**src/rtl/pg_pkg.sv**
```systemverilog
// Shared definitions for the generate/propagate skid stage.
// Holds the occupancy state encoding and the handshake counter width.
// No logic lives here; combinational helpers stay in their own modules.
package pg_pkg;

  // Occupancy of the two-entry skid buffer.
  typedef enum logic [1:0] {
    ST_EMPTY = 2'd0,
    ST_ONE   = 2'd1,
    ST_FULL  = 2'd2
  } pg_state_t;

  // Width of the completed-output-handshake counter.
  localparam int unsigned CNT_W = 8;

endpackage

```
**src/rtl/pg_cell.sv**
```systemverilog
// Per-bit generate/propagate cell: g = a & b, p = a ^ b.
// Latency: purely combinational, zero cycles.
// Backpressure: none; it has no state and no handshake.
// Ports: a, b operands in; g, p per-bit generate/propagate out.
module pg_cell #(
  parameter int WIDTH = 16
) (
  input  logic [WIDTH-1:0] a,
  input  logic [WIDTH-1:0] b,
  output logic [WIDTH-1:0] g,
  output logic [WIDTH-1:0] p
);

  assign g = a & b;
  assign p = a ^ b;

endmodule

```
**src/rtl/pg_skid_stage.sv**
```systemverilog
// Registered G/P stage with a two-entry skid buffer between valid/ready ports.
// Latency: one cycle from input handshake to out_valid; full rate when out_ready=1.
// Backpressure: in_ready is a flop that drops only when both entries are held.
// Ports: clk, rst_n (sync, active-low); in_valid/in_ready/in_a/in_b/in_cin
//        upstream; out_valid/out_ready/out_g/out_p/out_cin downstream;
//        out_count counts completed output handshakes (wraps).
module pg_skid_stage
  import pg_pkg::*;
#(
  parameter int WIDTH = 16
) (
  input  logic             clk,
  input  logic             rst_n,
  input  logic             in_valid,
  output logic             in_ready,
  input  logic [WIDTH-1:0] in_a,
  input  logic [WIDTH-1:0] in_b,
  input  logic             in_cin,
  output logic             out_valid,
  input  logic             out_ready,
  output logic [WIDTH-1:0] out_g,
  output logic [WIDTH-1:0] out_p,
  output logic             out_cin,
  output logic [CNT_W-1:0] out_count
);

  pg_state_t         state_q, state_d;
  logic              in_ready_q, out_valid_q;
  logic [WIDTH-1:0]  head_g_q, head_p_q, skid_g_q, skid_p_q;
  logic              head_cin_q, skid_cin_q;
  logic [CNT_W-1:0]  cnt_q;

  logic [WIDTH-1:0]  cap_g, cap_p;
  logic              in_hs, out_hs;
  logic              load_head_new, load_head_skid, load_skid;

  // G/P is formed at capture so only registered words reach the outputs.
  pg_cell #(.WIDTH(WIDTH)) u_cell (
    .a (in_a),
    .b (in_b),
    .g (cap_g),
    .p (cap_p)
  );

  assign in_hs  = in_valid & in_ready_q;
  assign out_hs = out_valid_q & out_ready;

  always_comb begin
    state_d        = state_q;
    load_head_new  = 1'b0;
    load_head_skid = 1'b0;
    load_skid      = 1'b0;
    case (state_q)
      ST_EMPTY: begin
        if (in_hs) begin
          load_head_new = 1'b1;
          state_d       = ST_ONE;
        end
      end
      ST_ONE: begin
        if (in_hs && out_hs) begin
          // Head leaves and the new word takes its place in the same cycle.
          load_head_new = 1'b1;
        end else if (in_hs) begin
          load_skid = 1'b1;
          state_d   = ST_FULL;
        end else if (out_hs) begin
          state_d = ST_EMPTY;
        end
      end
      ST_FULL: begin
        // in_ready is low here, so in_valid cannot complete a handshake.
        if (out_hs) begin
          load_head_skid = 1'b1;
          state_d        = ST_ONE;
        end
      end
      default: state_d = ST_EMPTY;
    endcase
  end

  always_ff @(posedge clk) begin
    if (!rst_n) begin
      state_q     <= ST_EMPTY;
      in_ready_q  <= 1'b1;
      out_valid_q <= 1'b0;
      head_g_q    <= '0;
      head_p_q    <= '0;
      head_cin_q  <= 1'b0;
      skid_g_q    <= '0;
      skid_p_q    <= '0;
      skid_cin_q  <= 1'b0;
      cnt_q       <= '0;
    end else begin
      state_q     <= state_d;
      // Handshake flags are registered copies of the next-state decode, so
      // neither depends combinationally on out_ready.
      in_ready_q  <= (state_d != ST_FULL);
      out_valid_q <= (state_d != ST_EMPTY);
      if (load_head_new) begin
        head_g_q   <= cap_g;
        head_p_q   <= cap_p;
        head_cin_q <= in_cin;
      end else if (load_head_skid) begin
        head_g_q   <= skid_g_q;
        head_p_q   <= skid_p_q;
        head_cin_q <= skid_cin_q;
      end
      if (load_skid) begin
        skid_g_q   <= cap_g;
        skid_p_q   <= cap_p;
        skid_cin_q <= in_cin;
      end
      if (out_hs) begin
        cnt_q <= cnt_q + CNT_W'(1);
      end
    end
  end

  assign in_ready  = in_ready_q;
  assign out_valid = out_valid_q;
  assign out_g     = head_g_q;
  assign out_p     = head_p_q;
  assign out_cin   = head_cin_q;
  assign out_count = cnt_q;

endmodule

```
**config.mk**
```make
export PLATFORM = sky130hd
export DESIGN_NAME = pg_skid_stage
export DESIGN_NICKNAME = d
export VERILOG_FILES = /design/src/rtl/pg_pkg.sv /design/src/rtl/pg_cell.sv /design/src/rtl/pg_skid_stage.sv
export SDC_FILE = /design/constraint.sdc
export NUM_CORES = 1
export LEC_CHECK = 0
export BUFFER_PORTS_ARGS = -buffer_cell sky130_fd_sc_hd__buf_2
export CAP_MARGIN = 20
export CORE_MARGIN = 3
export CORE_UTILIZATION = 30
export DETAILED_ROUTE_END_ITERATION = 10
export PLACE_DENSITY = 0.56
export SETUP_SLACK_MARGIN = 0.2
export SLEW_MARGIN = 40
export SYNTH_ARGS = -nofsm -noshare
export SYNTH_HDL_FRONTEND = slang
export SYNTH_SLANG_ARGS = --single-unit
```
**constraint.sdc**
```tcl
create_clock -name clk -period 1.5 [get_ports clk]
set_input_delay 0.15 -clock clk [delete_from_list [all_inputs] [get_ports clk]]
set_output_delay 0.15 -clock clk [all_outputs]
set_load 0.02 [all_outputs]
```
==> results of run 1 <==
sequential cells by signal (all words and copies together) (netlist names):
register	count
skid_p_q	16
state_q	2
out_cin	1
out_p	16
out_g	16
skid_g_q	16
skid_cin_q	1
in_ready	1
out_valid	1
out_count	8
cells in the mapped netlist (3+ instances only):
cell type / instances / area, um2
nand2_1: 72 / 270
buf_6: 4 / 45.0
buf_2: 11 / 55.1
a311oi_2: 30 / 450
nor3_1: 33 / 165
nand3_1: 36 / 180
dfxtp_1: 78 / 1560
a311oi_1: 3 / 26.3
ha_1: 17 / 213
o21ai_0: 36 / 180
a21oi_1: 39 / 195
buf_4: 13 / 97.6
or3_1: 3 / 18.8
clkbuf_1: 10 / 37.5
final timing paths:
kind         slack [ns]          end   startpoint  depth (start not counted)
max                0.13     out_p[3]   state_q[0]                          4
min reg2reg        0.48  skid_g_q[5]  skid_g_q[5]                          2
max reg2reg        0.13     out_p[3]   state_q[0]                          4
min                0.06     in_ready        rst_n                          2
metrics by stage:
| step | utilization (%) | setup WS [ns] | instances | area, um2 |
|---|---|---|---|---|
| after floorplan | - | 0.179 | 417 | 3730 |
| after global placement | 35.5 | 0.158 | 638 | 4290 |
| after detailed placement | 35.5 | 0.125 | 638 | 4290 |
| after CTS | 38.6 | 0.163 | 653 | 4650 |
| after global routing | 42.1 | 0.0926 | 665 | 5080 |
| final | 42.1 | 0.128 | 665 | 5080 |
per-layer routing:
layer / global-route usage, % / routed length [um] / part of all wire (%) / up-vias
li1: - / - / - / 1667
met1: 19.9 / 5260 / 47 / 1672
met2: 24.0 / 5290 / 47 / 86
met3: 3.42 / 470 / 4.2 / 10
met4: 4.99 / 170 / 1.5 / 0
met5: 0 / 0 / 0 / -
where the power goes:
part | switching, mW | total [mW] | internal [mW] | leakage, nW
Sequential | 0.129 | 2.37 | 2.24 | 0.641
Clock | 0.850 | 2.51 | 1.66 | 0.166
Combinational | 0.838 | 1.38 | 0.537 | 1.12
area by class of cell:
| cell class | count | area [um2] | area share (%) |
|---|---|---|---|
| Multi-Input combinational cell | 296 | 2150 | 42.3 |
| Sequential cell | 78 | 1580 | 31.1 |
| Timing Repair Buffer | 105 | 791 | 15.6 |
| Clock buffer | 11 | 243 | 4.78 |
| Tap cell | 168 | 210 | 4.14 |
| Clock inverter | 4 | 95.1 | 1.87 |
| Inverter | 3 | 11.3 | 0.222 |
cell usage in the layout, fill, tap and decap left out, types with 3 or more instances in the layout:
cell type,count
buf_6,4
buf_4,8
nand3_2,7
o21ai_1,15
nand2_4,5
buf_12,8
buf_2,79
clkbuf_16,13
nand3_1,24
or3_1,3
a21oi_1,25
nor3_1,33
nand2_1,63
a311oi_2,31
ha_1,16
nand2_2,5
nand3_4,5
bufinv_16,3
o21ai_0,22
dfxtp_1,72
a21oi_2,14
dfxtp_4,5
repair_timing:
action,CTS,global route
hold buffers,0,0
resized for setup,10,75
cloned,0,5
setup endpoints to repair,62,64
setup buffers,0,7
pin swaps,0,33
logic make-up (layout without fill, tap and decap cells):
family	count (synthesis)	after routing	share of synthesized area, %
and+or+nand+nor	162	162	20.5
muxes	1	1	0.269
buffers and inverters	43	123	6.86
DFF	78	78	42.0
adders and majority gates	17	17	5.72
xor gates and xnor gates	2	2	0.471
AOI/OAI and AO/OA	114	114	24.2
worst register-to-register path: cells and delay by family (launching register included):
family          cells  cell delay [ns]
flops               1             0.35
compound gates      1             0.23
simple gates        2             0.51
buf+inv             1             0.20
==> results.ini, run 1 <==
[clock_tree]
cts.reportedPaths.clkPinSlew_ns=0.06
cts_tree=yes
clock_path_buffers=2
cts_root_buf=clkbuf_16
ctsHtreeMaxLevel=3
clock_sinks=78
cts_buffers=9
clk_latency_ns=0.33

[hold_path]
hold_class=in2reg

[floorplanning]
coreArea_um2=12100
die-area_um2=13800
start_util_pct=30.9
io_pins=80
row_count=40
die_w_um=117
die_y_um=117

[finish]
nNetsFinal=547
num-fill-cells=1178
area_growth_pct=36.5
diodes=0
drive_above_1_share_pct=40.2

[yosys]
ys.flop_type=dfxtp_1
yosysWarnings=0
synth_nets=471
synth_cells=417
yosys.cell_types.count=41
synth_edf_count=0
synthArstFlopShare_pct=0
ys_ff_latch=78
syn_avg_cell_area_um2=8.92
seq_area_frac_synth_pct=42.0
syn_area_um2=3720

[global_route]
track_usage_pct=14.9
grt_max_degree=74
antenna_found_initial=0
grt_pass1_wl_um=16800
grt_pass1_vias=3251
grt-ovfl-total=0

[sta]
setup_tns_ns=0
fin_skew_ns=0.00445
max_slew_margin_pct=68.7
hold_viol=0
finalCritPeriodShare_pct=91.5
finalCriticalPeriod_ns=1.37
drv_slew=0
worst_pin_slew_ns=0.470
holdWs_ns=0.0618
setup_viol=0
fmax_mhz=729
grt_setup_unrepaired=yes

[pwr]
leakage_nw=1.93
vdd_drop_max_mv=0.614
power.density_nw_per_um2=1230
power_mw=6.26

[setup_path]
worstPathCellList=and4b_4 > clkbuf_16 > nand2_1 > a311oi_2
worstPathArrival_ns=1.61
critPathLaunchType=flip-flop
cp_max_fo=7
critPathKind=reg2reg
critPathTopFamily=simple AND/OR/NAND/NOR gates
end_kind=flip-flop
cp.required_ns=1.74
cp_num_buf_inv=1
slowest_stage=and4b_4
max_stage_delay_ns=0.44

[flow_run]
max-cap-violations=0

[place]
dp_hpwl_um=6720
gp_congestion=0.746
portBuffers=79

[run_status]
outcome=finished clean

[routing]
drc_errors=0
vias=3435
viasPerCell=5.17
firstDrtPassIters=5
drt_iter0_drc=215
wl_per_cell_um=16.8
routed_wl_um=11200
antenna_left=0

Note: power is estimated with default switching activity, not from simulation.
==> run 2: changes to the inputs <==
Settings changed: MAX_ROUTING_LAYER set to met4.
==> results.ini, run 2 (same netlist as run 1, synthesis figures left out) <==
[sta]
drv_slew=0  ; unchanged
setup_viol=0  ; unchanged
hold_viol=0  ; unchanged
max_slew_margin_pct=68.6  ; was 68.7%
setup_ws_ns=0.127  ; was 0.128 ns
holdWs_ns=0.0507  ; was 0.0618 ns
setup_tns_ns=0  ; unchanged
worst_pin_slew_ns=0.472  ; was 0.470 ns
fmax_mhz=728  ; was 729 MHz
finalCriticalPeriod_ns=1.37  ; about the same
finalCritPeriodShare_pct=91.5  ; about the same
fin_skew_ns=0.00339  ; was 0.00445 ns
grt_setup_unrepaired=yes  ; unchanged

[finish]
multi_input_area_um2=2160  ; was 2150 um2
num-fill-cells=1176  ; was 1178
drive_above_1_share_pct=40.6  ; was 40.2%
layout_commonest_cell=buf_2  ; unchanged
final_cell_mix=79 x buf_2, 72 x dfxtp_1, 66 x nand2_1  ; was 79 x buf_2, 72 x dfxtp_1, 63 x nand2_1
seqCellArea_um2=1580  ; unchanged
final_cell_area_um2=5160  ; was 5080 um2
diodes=0  ; unchanged
nNetsFinal=552  ; was 547
area_growth_pct=38.8  ; was 36.5%

[setup_path]
ff2ff_path_depth=4  ; unchanged
slowest_stage=and4b_4  ; unchanged
cp.required_ns=1.74  ; about the same
critPathTopFamily=simple AND/OR/NAND/NOR gates  ; unchanged
cp_max_fo=14  ; was 7
worstPathArrival_ns=1.61  ; about the same
r2r_slack_ns=0.13  ; about the same
max_stage_delay_ns=0.41  ; was 0.44 ns
critPathKind=reg2reg  ; unchanged
cp_num_buf_inv=1  ; unchanged
reg2reg_from=state_q[0]  ; unchanged
worstPathCellList=and4b_4 > clkbuf_16 > nand2_1 > a311oi_1  ; was and4b_4 > clkbuf_16 > nand2_1 > a311oi_2
critPathLaunchType=flip-flop  ; unchanged
end_kind=flip-flop  ; unchanged
r2r_end=out_g[15]  ; was out_p[3]

[global_route]
track_usage_pct=15.4  ; was 14.9%
grt_pass1_wl_um=16900  ; was 16800 um
grt-ovfl-total=0  ; unchanged
antenna_found_initial=0  ; unchanged
grt_max_degree=74  ; unchanged
grt_pass1_vias=3245  ; was 3251

[floorplanning]
die-area_um2=13800  ; unchanged
io_pins=80  ; unchanged
die_y_um=117  ; unchanged
start_util_pct=30.9  ; unchanged
coreArea_um2=12100  ; unchanged
row_count=40  ; unchanged
die_w_um=117  ; unchanged

[clock_tree]
clk_latency_ns=0.33  ; about the same
cts_tree=yes  ; unchanged
cts_buffers=9  ; unchanged
cts.reportedPaths.clkPinSlew_ns=0.06  ; about the same
clock_sinks=78  ; unchanged
cts_root_buf=clkbuf_16  ; unchanged
ctsHtreeMaxLevel=3  ; unchanged
clock_path_buffers=2  ; unchanged

[flow_run]
max-cap-violations=0  ; unchanged

[routing]
viasPerCell=5.22  ; was 5.17
routed_wl_um=11300  ; was 11200 um
wl_per_cell_um=16.8  ; about the same
vias=3497  ; was 3435
antenna_left=0  ; unchanged
drt_iter0_drc=268  ; was 215
firstDrtPassIters=4  ; was 5
drc_errors=0  ; unchanged

[pwr]
p_sw_share_pct=29.1  ; was 29.0%
p_switching_mw=1.85  ; was 1.82 mW
seqPwrFrac_pct=37.2  ; was 37.9%
intPower_mw=4.51  ; was 4.44 mW
leakage_nw=1.96  ; was 1.93 nW
p_clk_share_pct=39.6  ; was 40.1%
vdd_drop_max_mv=0.617  ; was 0.614 mV
pwr-share-comb_pct=23.2  ; was 22.0%
power.density_nw_per_um2=1230  ; about the same

[hold_path]
hold_class=in2reg  ; unchanged
whs_path_depth=2  ; unchanged
hp-start=rst_n  ; unchanged
min_to=in_ready  ; unchanged

[place]
portBuffers=79  ; unchanged
gp_congestion=0.755  ; was 0.746
postPlaceCellArea_um2=4290  ; unchanged
pre_cts_ws_ns=0.125  ; unchanged
dp_hpwl_um=6720  ; unchanged

[run_status]
outcome=finished clean  ; unchanged

run 2: changes by cell type in the layout (fill, tap and decap cells not counted), moves of 2 or more:
cell / previous run / this run
nand2_2: 5 / 2
nand2_1: 63 / 66
buf_4: 8 / 13
clkbuf_16: 13 / 15
buf_6: 4 / 2
run 2: worst max-delay path by stage:
stage | start | to | slack, ns | depth (start not counted)
final | state_q[0] | out_g[15] | 0.13 | 4
after detailed placement | out_valid | out_g[9] | 0.13 | 4
after global placement | out_valid | out_p[3] | 0.16 | 4
after CTS | out_valid | out_p[2] | 0.16 | 4
after floorplan | out_valid | out_g[14] | 0.18 | 6
after global routing | out_valid | out_p[2] | 0.1 | 4
run 2: per-layer routing:
layer | up-vias | global-route usage (%) | share of wire [%]
met5 | - | - | 0
met4 | 0 | 4.99 | 1.8
met3 | 13 | 3.33 | 4.2
met2 | 92 | 23.9 | 47
met1 | 1712 | 20.2 | 47
li1 | 1680 | - | -
run 2: layout make-up:
cell class / count / area share (%)
flip-flops and latches: 78 / 30.6
multi-input cells: 296 / 41.8
well taps: 168 / 4.07
clock inverters: 4 / 1.84
inverters: 3 / 0.218
repair buffers: 110 / 16.7
clock buffers: 11 / 4.70
run 2: per-stage QoR:
stage          cells  total power [mW]  utilization (%)
2_1_floorplan    417              3.22                -
3_3_place_gp     638              3.62             35.5
3_5_place_dp     638              3.63             35.5
4_1_cts          653              6.15             38.6
5_1_grt          670              6.61             42.8
6_report         670              6.37             42.8
run 2: worst reg2reg max path, stage by stage (launching register included):
cell       delay [ns]
dfxtp_4          0.36
and4b_4          0.41
clkbuf_16        0.21
nand2_1          0.06
a311oi_1         0.24
run 2: power by group through the flow:
stage | clock network [mW] | logic, mW | registers, mW
6_report | 2.52 | 1.48 | 2.37
2_1_floorplan | 0 | 0.699 | 2.52
3_5_place_dp | 0 | 1.22 | 2.41
5_1_grt | 2.64 | 1.59 | 2.39
3_3_place_gp | 0 | 1.21 | 2.40
4_1_cts | 2.54 | 1.24 | 2.37
run 2: what timing repair did:
item / CTS / global route
endpoints found under the setup margin: 62 / 63
gates cloned: 0 / 5
buffers inserted: 0 / 12
pin swaps: 0 / 25
resized for setup: 10 / 78
hold buffers: 0 / 0
